**config.mk**
```make
export PLATFORM = sky130hd
export DESIGN_NAME = ifu_prefetch
export DESIGN_NICKNAME = d
export VERILOG_FILES = /design/src/rtl/ifu_pkg.sv /design/src/rtl/ifu_fifo.sv /design/src/rtl/ifu_prefetch.sv
export SDC_FILE = /design/constraint.sdc
export NUM_CORES = 1
export LEC_CHECK = 0
export ABC_AREA = 0
export CAP_MARGIN = 10
export CORE_UTILIZATION = 35
export DETAILED_ROUTE_END_ITERATION = 8
export PLACE_DENSITY = 0.59
export SLEW_MARGIN = 25
export SYNTH_ARGS = -nofsm -noshare
export SYNTH_HDL_FRONTEND = slang
export SYNTH_SLANG_ARGS = --single-unit
```
**constraint.sdc**
```tcl
create_clock -name clk -period 7.5 [get_ports clk]
set_input_delay 1.5 -clock clk [delete_from_list [all_inputs] [get_ports clk]]
set_output_delay 1.5 -clock clk [all_outputs]
set_load 0.05 [all_outputs]
```
**src/rtl/ifu_pkg.sv**
```systemverilog
// ifu_pkg: shared definitions for the instruction-fetch prefetch stage.
//   - Default address map constants (reset PC, handler entry, legal text window).
//   - Queue entry layout: {pc, instr, adel}, 65 bits.
//   - Redirect-select encoding used by the PC mux.
package ifu_pkg;

  localparam logic [31:0] RESET_PC_DEF   = 32'h0000_3000;
  localparam logic [31:0] HANDLER_PC_DEF = 32'h0000_4180;
  localparam logic [31:0] TEXT_LO_DEF    = 32'h0000_3000;
  localparam logic [31:0] TEXT_HI_DEF    = 32'h0000_6ffc;

  typedef struct packed {
    logic [31:0] pc;
    logic [31:0] instr;
    logic        adel;
  } entry_t;

  localparam int ENTRY_W = $bits(entry_t);

  // Winning redirect source for the current cycle, highest priority first.
  typedef enum logic [1:0] {
    SEL_NONE = 2'd0,
    SEL_REQ  = 2'd1,
    SEL_ERET = 2'd2,
    SEL_BR   = 2'd3
  } redir_sel_t;

endpackage

```
**src/rtl/ifu_fifo.sv**
```systemverilog
// ifu_fifo: generic DEPTH x DATA_W synchronous FIFO with flush.
// Ports:
//   clk, reset      clock, synchronous active-high reset (control state only)
//   flush           empty the queue; a push in the same cycle lands in the
//                   emptied queue as its only entry
//   push, din       write din at the tail (accepted when not full, or when
//                   full together with an effective pop)
//   pop             advance the head (ignored when empty or flushing)
//   dout            head entry (undefined when empty; the user masks it)
//   full, empty     occupancy flags
//   count           number of stored entries, log2(DEPTH)+1 bits
module ifu_fifo #(
  parameter int DATA_W = 65,
  parameter int DEPTH  = 4
) (
  input  logic                     clk,
  input  logic                     reset,
  input  logic                     flush,
  input  logic                     push,
  input  logic                     pop,
  input  logic [DATA_W-1:0]        din,
  output logic [DATA_W-1:0]        dout,
  output logic                     full,
  output logic                     empty,
  output logic [$clog2(DEPTH):0]   count
);

  localparam int PTR_W = $clog2(DEPTH);
  localparam logic [PTR_W-1:0] PTR_ONE   = PTR_W'(1);
  localparam logic [PTR_W:0]   CNT_ONE   = (PTR_W+1)'(1);
  localparam logic [PTR_W:0]   CNT_DEPTH = (PTR_W+1)'(DEPTH);

  logic [DATA_W-1:0] mem [DEPTH];
  logic [PTR_W-1:0]  rd_ptr;
  logic [PTR_W-1:0]  wr_ptr;
  logic [PTR_W-1:0]  wr_idx;
  logic              do_pop;
  logic              do_push;
  logic              wr_en;

  assign full    = (count == CNT_DEPTH);
  assign empty   = (count == '0);
  assign do_pop  = pop && !empty;
  assign do_push = push && (!full || do_pop);
  // A flushing push always writes slot 0 of the freshly emptied queue.
  assign wr_en   = flush ? push : do_push;
  assign wr_idx  = flush ? '0 : wr_ptr;
  assign dout    = mem[rd_ptr];

  always_ff @(posedge clk) begin
    if (reset) begin
      rd_ptr <= '0;
      wr_ptr <= '0;
      count  <= '0;
    end else if (flush) begin
      rd_ptr <= '0;
      wr_ptr <= push ? PTR_ONE : '0;
      count  <= push ? CNT_ONE : '0;
    end else begin
      if (do_push) wr_ptr <= wr_ptr + PTR_ONE;
      if (do_pop)  rd_ptr <= rd_ptr + PTR_ONE;
      case ({do_push, do_pop})
        2'b10:   count <= count + CNT_ONE;
        2'b01:   count <= count - CNT_ONE;
        default: count <= count;
      endcase
    end
  end

  // Storage carries no reset; validity is tracked purely by the pointers.
  always_ff @(posedge clk) begin
    if (wr_en) mem[wr_idx] <= din;
  end

endmodule

```
**src/rtl/ifu_prefetch.sv**
```systemverilog
// ifu_prefetch: fetch stage with PC generator and DEPTH-entry prefetch queue.
// Fetches sequentially while the queue has room; decode pops with out_valid /
// out_ready. Exception entry (req), eret and branch redirects flush the queue.
// Ports:
//   clk, reset          clock, synchronous active-high reset
//   req                 exception/interrupt taken -> HANDLER_PC
//   eret, epc           exception return -> epc
//   br_valid, br_pc     branch/jump redirect -> br_pc
//   im_addr             fetch address to instruction memory (combinational)
//   im_rdata            instruction memory data for im_addr, same cycle
//   out_valid/out_ready head handshake towards decode
//   out_pc/out_instr    head entry (0 when the queue is empty)
//   out_adel            head fetch raised an address error
// Configuration macro IFU_ERET_BYPASS_EN: when defined, an eret fetches epc in
// the same cycle and enqueues it into the flushed queue (zero-bubble return).
module ifu_prefetch import ifu_pkg::*; #(
  parameter int          DEPTH      = 4,
  parameter logic [31:0] RESET_PC   = RESET_PC_DEF,
  parameter logic [31:0] HANDLER_PC = HANDLER_PC_DEF,
  parameter logic [31:0] TEXT_LO    = TEXT_LO_DEF,
  parameter logic [31:0] TEXT_HI    = TEXT_HI_DEF
) (
  input  logic        clk,
  input  logic        reset,
  input  logic        req,
  input  logic        eret,
  input  logic [31:0] epc,
  input  logic        br_valid,
  input  logic [31:0] br_pc,
  output logic [31:0] im_addr,
  input  logic [31:0] im_rdata,
  output logic        out_valid,
  input  logic        out_ready,
  output logic [31:0] out_pc,
  output logic [31:0] out_instr,
  output logic        out_adel
);

  localparam int PTR_W = $clog2(DEPTH);

  logic [31:0]    pc_p0;
  logic [31:0]    pc_nxt;
  redir_sel_t     sel;
  logic           redirect;
  logic           push;
  logic           pop;
  entry_t         fetch_e;
  entry_t         head_e;
  logic           fifo_full;
  logic           fifo_empty;
  logic [PTR_W:0] fifo_count;

  function automatic logic fetch_adel(input logic [31:0] a);
    return (a[1:0] != 2'b00) || (a < TEXT_LO) || (a > TEXT_HI);
  endfunction

  always_comb begin
    sel = SEL_NONE;
    if (req)           sel = SEL_REQ;
    else if (eret)     sel = SEL_ERET;
    else if (br_valid) sel = SEL_BR;
  end

  assign redirect = (sel != SEL_NONE);

  always_comb begin
    im_addr = pc_p0;
`ifdef IFU_ERET_BYPASS_EN
    if (sel == SEL_ERET) im_addr = epc;
`endif
  end

  // A faulting fetch is still queued, as a nop, so the exception is raised
  // in program order when decode reaches it.
  always_comb begin
    fetch_e.pc    = im_addr;
    fetch_e.adel  = fetch_adel(im_addr);
    fetch_e.instr = fetch_e.adel ? 32'h0 : im_rdata;
  end

  always_comb begin
    pop  = !redirect && out_ready && !fifo_empty;
    push = !redirect && (!fifo_full || out_ready);
`ifdef IFU_ERET_BYPASS_EN
    if (sel == SEL_ERET) push = 1'b1;
`endif
    case (sel)
      SEL_REQ:  pc_nxt = HANDLER_PC;
`ifdef IFU_ERET_BYPASS_EN
      SEL_ERET: pc_nxt = epc + 32'd4;
`else
      SEL_ERET: pc_nxt = epc;
`endif
      SEL_BR:   pc_nxt = br_pc;
      default:  pc_nxt = push ? (pc_p0 + 32'd4) : pc_p0;
    endcase
  end

  // ---- fetch stage boundary: PC register ----
  always_ff @(posedge clk) begin
    if (reset) pc_p0 <= RESET_PC;
    else       pc_p0 <= pc_nxt;
  end

  // ---- queue boundary: entries become visible to decode one cycle later ----
  ifu_fifo #(
    .DATA_W (ENTRY_W),
    .DEPTH  (DEPTH)
  ) u_fifo (
    .clk   (clk),
    .reset (reset),
    .flush (redirect),
    .push  (push),
    .pop   (pop),
    .din   (fetch_e),
    .dout  (head_e),
    .full  (fifo_full),
    .empty (fifo_empty),
    .count (fifo_count)
  );

  assign out_valid = (fifo_count != '0);
  assign out_pc    = fifo_empty ? 32'h0 : head_e.pc;
  assign out_instr = fifo_empty ? 32'h0 : head_e.instr;
  assign out_adel  = fifo_empty ? 1'b0  : head_e.adel;

endmodule

```
* Word-level counts from Yosys, hierarchy flattened *
Memories as Yosys holds them, arrays and structs flattened. A register that Yosys moved wholly into a read port is not among the register bits.
Cells that the tools add are included.

storage, ports and cells
  word-level logic and storage cells = 59
  output and inout bits = 98
  memories kept = 1
  RAM bits = 260
  register bits after elaboration = 39

operators by class
  reduce and logical (&&, ||, !) cells = 20
  equal/unequal tests = 6
  $add $sub $neg = 5
  order comparisons = 2
  muxes and demuxes = 21

memory list
  memory      words  bits a word  rd ports  clocked after memory_dff  write ports  line            source
  u_fifo.mem  4      65           1         1                         1            ifu_fifo.sv:33  logic [DATA_W-1:0] mem [DEPTH];

operators by type and width
  operator               number
  $mux 32                4
  $pmux 32 s3            1
  $add 32x3->32 const B  1
  $gt 32x15->1 const B   1
  $lt 32x14->1 const B   1
  $mux 2                 8
  $eq 2x2->1 const B     3
  $mux 1                 6
  $pmux 3 s2             1
  $reduce_bool 2->1      3
  $reduce_bool 3->1      2
  $logic_and 1x1->1      5
  $add 2x1->2 const B    2
  $eq 2x1->1 const B     2
  $logic_or 1x1->1       4
  $reduce_bool 4->1      1
  $add 3x1->3 const B    1
  $eq 3x3->1 const B     1
  $logic_not 1->1        3
  $logic_not 3->1        1
  $mux 3                 1
  $sub 3x1->3 const B    1
  $reduce_or 2->1        1

* Depth between registers and ports, before layout *
  depth in word-level cells = 13
  gate-level depth with buffers = 11
  depth with buffers taken out = 9

* By module *
A second synthesis with hierarchy kept.

unflattened totals
  cell total of the unflattened synthesis = 876
  area, all modules = 13322.8 sq um

modules (own cells, without submodules)
  module        area an instance (sq um)  times used  cells an instance
  ifu_fifo      9919.5                    1           408
  ifu_prefetch  3403.3                    1           468

* Worst setup path before layout *
Ideal clock, no wire load.

  kind = input-to-reg
  start = input eret
  end = memory u_fifo.mem[0][0] (enable)
  stages on the path = 5
  data required time = 6.919 ns
  path slack = -0.137 ns
  path buffers = 0
  arrival = 7.056 ns
  library setup time = 0.581 ns
  path through = inv_1 a21oi_1 ha_1 and2_1 nor3b_1

between the ends
  longest elaborated chain between the ends = 12
  elaborated cells between the ends (all ways) = 14

ends and longest elaborated chain
  what                             line                                    source
  start, declared                  ifu_prefetch.sv:26                      input logic eret,
  $mux 2 (*)                       ifu_prefetch.sv:60                      else if (eret) sel = SEL_ERET;
  $mux 2 (*)                       ifu_prefetch.sv:59                      if (req) sel = SEL_REQ;
  $reduce_bool 2->1 (*)            ifu_prefetch.sv:64                      assign redirect = (sel != SEL_NONE);
  $logic_not 1->1                  ifu_prefetch.sv:82, ifu_prefetch.sv:83
  $logic_and 1x1->1 (2 in series)  ifu_prefetch.sv:82                      pop = !redirect && out_ready && !fifo_empty;
  $logic_and 1x1->1                ifu_fifo.sv:43                          assign do_pop = pop && !empty;
  $logic_or 1x1->1                 ifu_fifo.sv:44                          assign do_push = push && (!full || do_pop);
  $logic_and 1x1->1                ifu_fifo.sv:44
  $mux 1                           ifu_fifo.sv:46                          assign wr_en = flush ? push : do_push;
  $mux 1                           ifu_fifo.sv:72                          if (wr_en) mem[wr_idx] <= din;
  $mux 1 (not written as such)     ifu_fifo.sv:72
  end, declared                    ifu_fifo.sv:33

Mark *: on every way between the ends. The rest lies on a longest branch, timed or not.

==> run metrics <==
storage element area 8636 um2; Finished Layout Cells 1496; First-pass DRT Iterations 5; residual DRC count 0; filler cell count 3268; # IOs 200; Startpoint Class register; first-pass GRT wire length 47.04 mm; Fin. Hold Viols 0; most frequent cells in the layout 260 x edfxtp_1, 199 x clkdlybuf4s50_1, 98 x and2_1; CTS resizes 0; sequential element share of the synthesized area 65.57%; PortBufs 199; placed cells 1439; Core Region 36790 um2; mean post-synth cell area 15.52 um2; Setup TNS 0 ns; clk sinks 301; area occupied by multi-input gates 4051 um2; row count 70; Clock Tree Buf Depth 3; nature of the critical path endpoint output port; hpwl dp 18.82 mm; # diodes 0; layout cells sized above 1 15.66%; remaining antenna violation count 0; Clock Skews 0.01441 ns; Nets 1114; PD cells 238.6 nW/um2; Starting Density 35.77%; cell area after layout 16430 um2; max-cap viol count 0; Pleak 5.478 nW; GRT Util Overall 15.97%; hold buffers post-CTS 0; DR WL/cell 20.57 um; Worst EP required 6.00 ns; post-layout util 44.66%; ys flop type edfxtp_1; status completed; Max-slew headroom 31.59%; EDFF count, synth 260; synthesized net count 958; largest net degree at the start of global routing 68; commonest non-fill, non-tap cell in the layout edfxtp_1; Worst Path Max Fanout 35; grt total ovfl 0; final WL 30.77 mm; Yosys reg bits 301; CTS root buffer clkbuf_16; postcts setup bufs 0; Ys Warns 0; CP Data Arrival Time 3.57 ns; final worst path period share 67.60%; Setup Viol. Count Final 0; Die W 195.9 um; RSZ-0062 raised after global routing no; Final Max Slew Viols 0; Die Ht 195.9 um; Crit-path slowest cell dfxtp_4; Peak Freq 197.2 MHz; first-iteration detailed-routing DRC count 612; routed vias 7784; worst min-delay path class reg -> reg; die area 38380 um2; clock latency on the worst-skew pair 0.55 ns; Synth Instances 848; Synth async-reset ratio 0%; actual slew at the worst max-slew pin 1.026 ns; CTS Buf Count 31; CTS tree yes; Syn Std Cell Area 13160 um2; initial antenna violation count 0; WS Path Type reg -> out; vias in the first global route 7821; vias per cell 5.203; max incr delay on CP 0.85 ns; minimum clock period 5.070 ns; total power after layout 3.919 mW; Yosys cell types 64; post-place instance area 15390 um2; H-Tree Depth 1; cells along the critical path buf_4, mux4_2, and2_1, clkdlybuf4s50_1; routability cong. 0.7785; Max VDD drop 141.1 uV; clock slew at reported path FFs 0.06 ns; Syn-to-layout area delta 24.85%
worst paths after layout:
check | startpoint | cells past startpoint | end | slack, ns
setup reg to reg | u_fifo.count[0] | 7 | u_fifo.mem[1][35] | 4.64
hold reg to reg | u_fifo.rd_ptr[1] | 2 | u_fifo.rd_ptr[1] | 0.53
setup / recovery | register | 4 | out_pc[4] | 2.43
hold / removal | u_fifo.rd_ptr[1] | 2 | u_fifo.rd_ptr[1] | 0.53
cell families (layout without fill, tap and decap cells):
logic type | count (synthesis) | in the layout | share of synthesized area, %
xor gates and xnor gates | 5 | 5 | 0.3328
AOI/OAI and AO/OA | 119 | 119 | 6.599
buffers and inverters | 98 | 278 | 3.994
DFF | 301 | 301 | 65.57
and+or+nand+nor | 251 | 251 | 11.54
muxes | 66 | 66 | 11.20
adders and majority gates | 8 | 8 | 0.7607
stage by stage:
stage               worst slack, ns  hold WS [ns]
floorplan                     1.932        0.4812
global placement              2.629        0.5031
detailed placement            2.576        0.5121
CTS                           2.278        0.5351
global route                  2.148        0.5699
finish                        2.430        0.5323
routing by layer:
metal | GRT usage [%] | part of all wire [%] | wire (um) | up-vias
met4 | 2.951 | 1.2 | 379 | 0
met5 | 0 | 0 | 0 | -
met3 | 2.596 | 5.9 | 1815 | 35
met2 | 25.72 | 46 | 14230 | 270
li1 | - | - | - | 3619
met1 | 22.98 | 47 | 14340 | 3860
critical path, delay by kind of cell (launching register included):
family                 cells  cell delay (ns)
buffers and inverters      2             1.38
flip-flops                 1             0.85
multiplexers               1             0.58
AND/OR/NAND/NOR            1             0.20
layout make-up:
| cell class | instances | share of cell area (%) |
|---|---|---|
| clock buffer | 40 | 5.110 |
| clock inverter | 17 | 1.196 |
| inverter | 10 | 0.2285 |
| multi-input combinational | 449 | 24.66 |
| sequential | 301 | 52.57 |
| tap | 468 | 3.564 |
| timing repair buffer | 211 | 12.67 |
synth_stat cells, drive strengths merged, types with 14 or more instances:
| library cell | n | area (um2) |
|---|---|---|
| a221oi | 18 | 157.7 |
| o21ai | 16 | 80.08 |
| and2 | 99 | 620.6 |
| mux4 | 65 | 1464 |
| nor3 | 23 | 137.6 |
| dfxtp | 41 | 820.8 |
| nor2 | 33 | 123.9 |
| nand3 | 17 | 97.60 |
| a21oi | 29 | 145.1 |
| nor4 | 14 | 118.9 |
| buf | 52 | 352.8 |
| clkbuf | 36 | 135.1 |
| edfxtp | 260 | 7807 |
| nand2 | 30 | 112.6 |
flip-flops by register name (all words and copies together) (netlist names), named ones only:
signal         count
u_fifo.rd_ptr      2
u_fifo.wr_ptr      2
im_addr           32
u_fifo.mem       260
u_fifo.count       3
power by group:
part | total [mW] | leakage, nW | switching [mW] | internal (mW)
combinational | 0.441 | 2.00 | 0.260 | 0.181
clock | 1.54 | 0.499 | 0.617 | 0.925
sequential | 1.94 | 2.98 | 0.0622 | 1.87
Power figures use the tool's default switching activity.
